## src/rtl/rams_3d_pkg.sv

```systemverilog
// Shared types and helpers for the multi-bank RAM stream reader.
package rams_3d_pkg;

  typedef enum logic [1:0] {
    IDLE,
    RUN,
    DRAIN
  } rd_state_t;

  localparam int unsigned FIFO_DEPTH = 2;

  // Bank-index width; a single bank still needs a 1-bit index.
  function automatic int unsigned bank_w(input int unsigned n);
    return (n <= 1) ? 1 : $clog2(n);
  endfunction

endpackage

```

## src/rtl/rams_3d_rd_fifo.sv

```systemverilog
// Two-entry skid FIFO holding {last, data}; head entry drives the stream.
module rams_3d_rd_fifo
  import rams_3d_pkg::*;
#(
  parameter int unsigned D_WID = 32
) (
  input  logic             clk,
  input  logic             rst,
  input  logic             push,
  input  logic [D_WID-1:0] push_data,
  input  logic             push_last,
  input  logic             pop,
  output logic [D_WID-1:0] data,
  output logic             last,
  output logic             full,
  output logic             empty,
  output logic [1:0]       count
);

  localparam int unsigned E_WID = D_WID + 1;

  logic [E_WID-1:0] mem [FIFO_DEPTH];
  logic             wr_ptr;
  logic             rd_ptr;
  logic [1:0]       cnt;

  always_ff @(posedge clk) begin
    if (rst) begin
      mem[0] <= '0;
      mem[1] <= '0;
      wr_ptr <= 1'b0;
      rd_ptr <= 1'b0;
      cnt    <= '0;
    end else begin
      if (push) begin
        mem[wr_ptr] <= {push_last, push_data};
        wr_ptr      <= ~wr_ptr;
      end
      if (pop) begin
        rd_ptr <= ~rd_ptr;
      end
      cnt <= cnt + 2'(push) - 2'(pop);
    end
  end

  assign {last, data} = mem[rd_ptr];
  assign count        = cnt;
  assign empty        = (cnt == 2'd0);
  assign full         = (cnt == 2'(FIFO_DEPTH));

endmodule

```

## src/rtl/rams_3d_stream_reader.sv

```systemverilog
// Sweeps LEN words round-robin across single-port RAM banks and streams them
// out on valid/ready, using a 2-entry skid FIFO to absorb the read latency.
module rams_3d_stream_reader
  import rams_3d_pkg::*;
#(
  parameter int unsigned NUM_RAMS = 2,
  parameter int unsigned A_WID    = 10,
  parameter int unsigned D_WID    = 32,
  parameter int unsigned LEN_WID  = 16
) (
  input  logic                clk,
  input  logic                rst,
  input  logic                start,
  input  logic [A_WID-1:0]    base_addr,
  input  logic [LEN_WID-1:0]  len,
  output logic                busy,
  output logic                done,
  output logic [NUM_RAMS-1:0] mem_ena,
  output logic [NUM_RAMS-1:0] mem_we,
  output logic [A_WID-1:0]    mem_addr [NUM_RAMS-1:0],
  input  logic [D_WID-1:0]    mem_dout [NUM_RAMS-1:0],
  output logic [D_WID-1:0]    m_data,
  output logic                m_valid,
  input  logic                m_ready,
  output logic                m_last
);

  localparam int unsigned BW = bank_w(NUM_RAMS);

  rd_state_t          state;
  rd_state_t          state_nxt;
  logic [BW-1:0]      bank;
  logic [BW-1:0]      bank_d;
  logic [A_WID-1:0]   addr;
  logic [LEN_WID-1:0] len_q;
  logic [LEN_WID-1:0] issue_cnt;
  logic               inflight;
  logic               last_d;
  logic               issue;
  logic               last_issue;
  logic               credit_ok;
  logic               done_nxt;
  logic               pop;
  logic               fifo_full;
  logic               fifo_empty;
  logic [1:0]         fifo_count;

  assign mem_we     = '0;
  assign m_valid    = ~fifo_empty;
  assign pop        = m_valid & m_ready;
  assign last_issue = (issue_cnt == len_q - LEN_WID'(1));
  // Words owned (in FIFO or in flight) after this cycle's pop must leave a free slot.
  assign credit_ok  = (3'(fifo_count) + 3'(inflight)) < (3'd2 + 3'(pop));

  always_ff @(posedge clk) begin
    if (rst) begin
      state <= IDLE;
    end else begin
      state <= state_nxt;
    end
  end

  always_comb begin
    state_nxt = state;
    case (state)
      IDLE:    if (start && (len != '0)) state_nxt = RUN;
      RUN:     if (issue && last_issue) state_nxt = DRAIN;
      DRAIN:   if (pop && m_last) state_nxt = IDLE;
      default: state_nxt = IDLE;
    endcase
  end

  always_comb begin
    issue    = (state == RUN) && credit_ok;
    done_nxt = ((state == IDLE) && start && (len == '0)) ||
               ((state == DRAIN) && pop && m_last);
    mem_ena  = '0;
    for (int i = 0; i < NUM_RAMS; i++) begin
      mem_ena[i]  = issue && (bank == BW'(i));
      mem_addr[i] = addr;
    end
  end

  // Bank counter wraps into an address increment; address wraps silently.
  always_ff @(posedge clk) begin
    if (rst) begin
      bank      <= '0;
      bank_d    <= '0;
      addr      <= '0;
      len_q     <= '0;
      issue_cnt <= '0;
      inflight  <= 1'b0;
      last_d    <= 1'b0;
      done      <= 1'b0;
      busy      <= 1'b0;
    end else begin
      done     <= done_nxt;
      busy     <= (state_nxt != IDLE);
      inflight <= issue;
      bank_d   <= bank;
      last_d   <= last_issue;
      if ((state == IDLE) && start) begin
        addr      <= base_addr;
        len_q     <= len;
        bank      <= '0;
        issue_cnt <= '0;
      end else if (issue) begin
        issue_cnt <= issue_cnt + LEN_WID'(1);
        if (bank == BW'(NUM_RAMS - 1)) begin
          bank <= '0;
          addr <= addr + A_WID'(1);
        end else begin
          bank <= bank + BW'(1);
        end
      end
    end
  end

  rams_3d_rd_fifo #(
    .D_WID(D_WID)
  ) u_fifo (
    .clk       (clk),
    .rst       (rst),
    .push      (inflight),
    .push_data (mem_dout[bank_d]),
    .push_last (last_d),
    .pop       (pop),
    .data      (m_data),
    .last      (m_last),
    .full      (fifo_full),
    .empty     (fifo_empty),
    .count     (fifo_count)
  );

endmodule
```

## config.mk

```make
export PLATFORM = sky130hd
export DESIGN_NAME = rams_3d_stream_reader
export DESIGN_NICKNAME = d
export VERILOG_FILES = /design/src/rtl/rams_3d_pkg.sv /design/src/rtl/rams_3d_rd_fifo.sv /design/src/rtl/rams_3d_stream_reader.sv
export SDC_FILE = /design/constraint.sdc
export NUM_CORES = 1
export LEC_CHECK = 0
export CAP_MARGIN = 20
export CORE_MARGIN = 2
export CORE_UTILIZATION = 25
export DETAILED_ROUTE_END_ITERATION = 8
export GPL_TIMING_DRIVEN = 0
export PLACE_DENSITY = 0.53
export SETUP_SLACK_MARGIN = 0.3
export SLEW_MARGIN = 25
export SYNTH_ARGS = -nofsm -noshare
export SYNTH_HDL_FRONTEND = slang
export SYNTH_SLANG_ARGS = --single-unit
```

## constraint.sdc

```tcl
create_clock -name clk -period 2.7 [get_ports clk]
set_clock_uncertainty 0.05 [all_clocks]
set_input_delay 0.54 -clock clk [delete_from_list [all_inputs] [get_ports clk]]
set_output_delay 0.54 -clock clk [all_outputs]
set_load 0.01 [all_outputs]
```

==> key figures, run 1 <==
Outcome
  – Outcome: complete, no violations

Pwr
  – Pint: around 4.4 mW
  – VDD IR max: 0.454 mV
  – Pleak: 3.35 nW
  – Clock power share: 39.5%
  – Switch share: about 28%
  – NetSw: 1.66 mW
  – Power Density: ~670 nW/um^2
  – Power share of the sequential group: between 30% and 40%
  – Comb pwr share: 24.7%

Route
  – Via count: 4,916
  – Post-DRT Antenna Nets: 0
  – Drt first pass iters: 4
  – Drt total wl: 16,800 um
  – DRC: 0
  – DR WL/cell: 15.0 um
  – 1st-iter DRT viols: roughly 240
  – Via density: 4.41

Layout
  – Cell area after layout: 8970 sq um
  – Antenna diode count: 0
  – Most frequent cells in the layout: clkdlybuf4s50_1, nor2_1, edfxtp_1
  – Layout cells sized above 1: a little under a fifth
  – Commonest non-fill, non-tap cell in the layout: clkdlybuf4s50_1
  – Area grow syn2layout: 50.1%
  – Layout fillers: 2,308
  – Nets: 883
  – Register area: 3100 sq um
  – Multi-input gate area: between 2000 and 3000 sq um

Die
  – Initial Util: 25.5%
  – Placeable Area: roughly 23,000 sq um
  – Die Area: approximately 25,000 sq um
  – Cell Rows: 56
  – IO Pins: 154
  – Chip Height: about 160 um
  – Die width: 159 um

Worst setup path
  – Reg-to-Reg Start: len_q[3]
  – WP buf/inv: 2
  – Crit Path Category: flip-flop to flip-flop
  – Crit end category: flip-flop
  – Worst EP arrival: 2800 ps
  – CP required: between 2000 and 3000 ps
  – Setup crit start kind: flip-flop
  – Critical Path Start: len_q[3]
  – Worst path max stage delay: 550 ps
  – Critical path peak fanout: 3
  – CP top delay family: simple AND/OR/NAND/NOR gates
  – Crit path max-delay cell type: or4_4
  – Crit-path cells: or4_4 > buf_6 > buf_6 > a2bb2oi_2 > a211oi_2 > o2111ai_2 > or4_4 > nor3_4

CTS
  – Reg clk slew, reported paths: 60 ps
  – H-tree levels: 4
  – Clock buffer count from CTS: 17
  – Maximum clock insertion buffer count: 2
  – Root Driver: clkbuf_16
  – Clk Latency, worst-skew pair: 420 ps
  – Hold Buf Count CTS: 0
  – CTS tree: done
  – Clk sinks: 121

Global route
  – Initial antenna violation count: 0
  – M1 GR Usage: around 16%
  – Largest net degree at the start of global routing: 20
  – Grt peak-use layer: met2
  – Total gr overflow: 0
  – GRT met3 Usage: 3.59%
  – Vias in the first global route: 4,730
  – First-pass GRT wire length: 25,000 um
  – Gr usage total: about an eighth
  – Met2 usage: 22.2%

STA
  – Worst hold slack: 431 ps
  – Max Transition Viols Final: 0
  – RSZ-0062 raised after global routing: true
  – Max Freq: 399 MHz
  – Tightest Pin Transition: roughly 830 ps
  – Slew headroom: between 40% and 50%
  – Endpoints failing setup: 0
  – Fin. Hold Viols: 0
  – Tcrit/Tclk final: around 93%
  – Min Tclk post-route: 2510 ps

Synth
  – Netlist cell types: 53
  – Synth Register Bits: 121
  – Cells after synthesis: 590
  – Post-Syn Area per Cell: between 10 and 15 sq um
  – Synth warn: 0
  – Seq/Total Area, Yosys: between 50% and 60%
  – Ys async rst share: 0%
  – Post-synth EDFFs: 66
  – Synthesized cell area: 5970 sq um
  – Synth Flop Type: edfxtp_1

Placement
  – Placement Cell Area: 7950 sq um
  – Routability cong.: around 0.77
  – Post-DP HPWL: 12,100 um
  – Buffers on Ports: 151

Worst hold path
  – Hold Path Class: flip-flop to flip-flop
  – Hold Path Origin: len_q[3]

Job
  – Max Cap Viol: 0
-- state kept, by name, indices dropped and copies added, names as in the netlist, named ones only --
signal         count
busy               1
addr              10
done               1
inflight           1
u_fifo.mem        66
u_fifo.rd_ptr      1
bank_d             1
len_q             16
bank               1
last_d             1
issue_cnt         16
u_fifo.count       2
state              2
u_fifo.wr_ptr      1
-- through the flow --
stage               instances  TNS [ps]  utilization (%)  setup slack [ps]  power, mW
global placement         1061    -73870             33.6             -1060       3.58
finish                   1114         0             38.2               193       6.03
global route             1114         0             38.2               136       6.30
CTS                      1107         0             37.5               199       6.07
floorplan                 591         0                -               316       2.90
detailed placement       1063    -28530             33.9             -1020       3.60
-- cell families (layout without fill, tap and decap cells) --
kind of cell               after synthesis  count (layout)  share of synthesized area, %
xor gates and xnor gates                43              43                          6.30
buffers and inverters                   60             264                          4.80
adders and majority gates                7               7                          1.47
other                                    1               2                        0.0628
AOI/OAI and AO/OA                       64              64                          6.79
DFF                                    121             121                          51.6
muxes                                   65              65                          11.6
and+or+nand+nor                        229             229                          17.4
-- per-layer routing --
| layer | vias up | share of wire [%] | wire length, um |
|---|---|---|---|
| met5 | - | 0 | 0 |
| met4 | 0 | 0.59 | 99 |
| met3 | 8 | 6.7 | 1120 |
| met2 | 136 | 48 | 8010 |
| met1 | 2322 | 45 | 7530 |
| li1 | 2450 | - | - |
-- power groups by stage --
stage          Combinational, mW  Clock, mW  Sequential [mW]
3_3_place_gp                1.38          0             2.20
5_1_grt                     1.62       2.50             2.18
3_5_place_dp                1.40          0             2.20
6_report                    1.49       2.38             2.16
2_1_floorplan              0.720          0             2.18
4_1_cts                     1.48       2.42             2.17
-- cell type report --
cell class              instances  share of cell area (%)
flip-flops and latches        121                    34.6
multi-input cells             410                    31.0
repair buffers                172                    18.9
clock buffers                  18                    4.79
well taps                     319                    4.45
plain buffers                  45                    3.59
clock inverters                14                    2.05
inverters                      15                   0.628
-- Yosys cell counts (8+ instances only) --
cell type	number	share of area [%]
a211oi_1	8	1.0
nor2_1	103	6.5
nand2_1	48	3.0
clkbuf_1	25	1.6
buf_4	12	1.5
nor3_1	18	1.5
a21oi_1	24	2.0
xnor2_1	30	4.4
or3_1	9	0.94
mux2i_1	32	5.4
inv_1	15	0.94
mux2_2	33	6.2
nand3_1	14	1.2
xor2_1	13	1.9
dfxtp_1	55	18
edfxtp_1	66	33
o21ai_0	12	1.0
-- worst paths after layout --
| path | to | slack, ps | cells past startpoint |
|---|---|---|---|
| setup / recovery | last_d | 190 | 8 |
| hold / removal | len_q[3] | 430 | 2 |
| setup reg to reg | last_d | 190 | 8 |
| hold reg to reg | len_q[3] | 430 | 2 |
-- worst min-delay path, delay by kind of cell (launching register included) --
kind               cells  cell delay (ps)
AOI/OAI and AO/OA      1               50
DFF                    1              340
and+or+nand+nor        1               50
-- what timing repair did --
action | in CTS | in global routing
pin swaps | 7 | 15
buffers inserted | 12 | 7
endpoints found under the setup margin | 124 | 28
resized for setup | 85 | 31
(Power assumes the default switching activity.)
==> run 2, diff against run 1 <==
ABC_CLOCK_PERIOD_IN_PS = 2700   (was default)
==> results of run 2 <==
Final layout, timing and power as in run 1 (identical DEF).
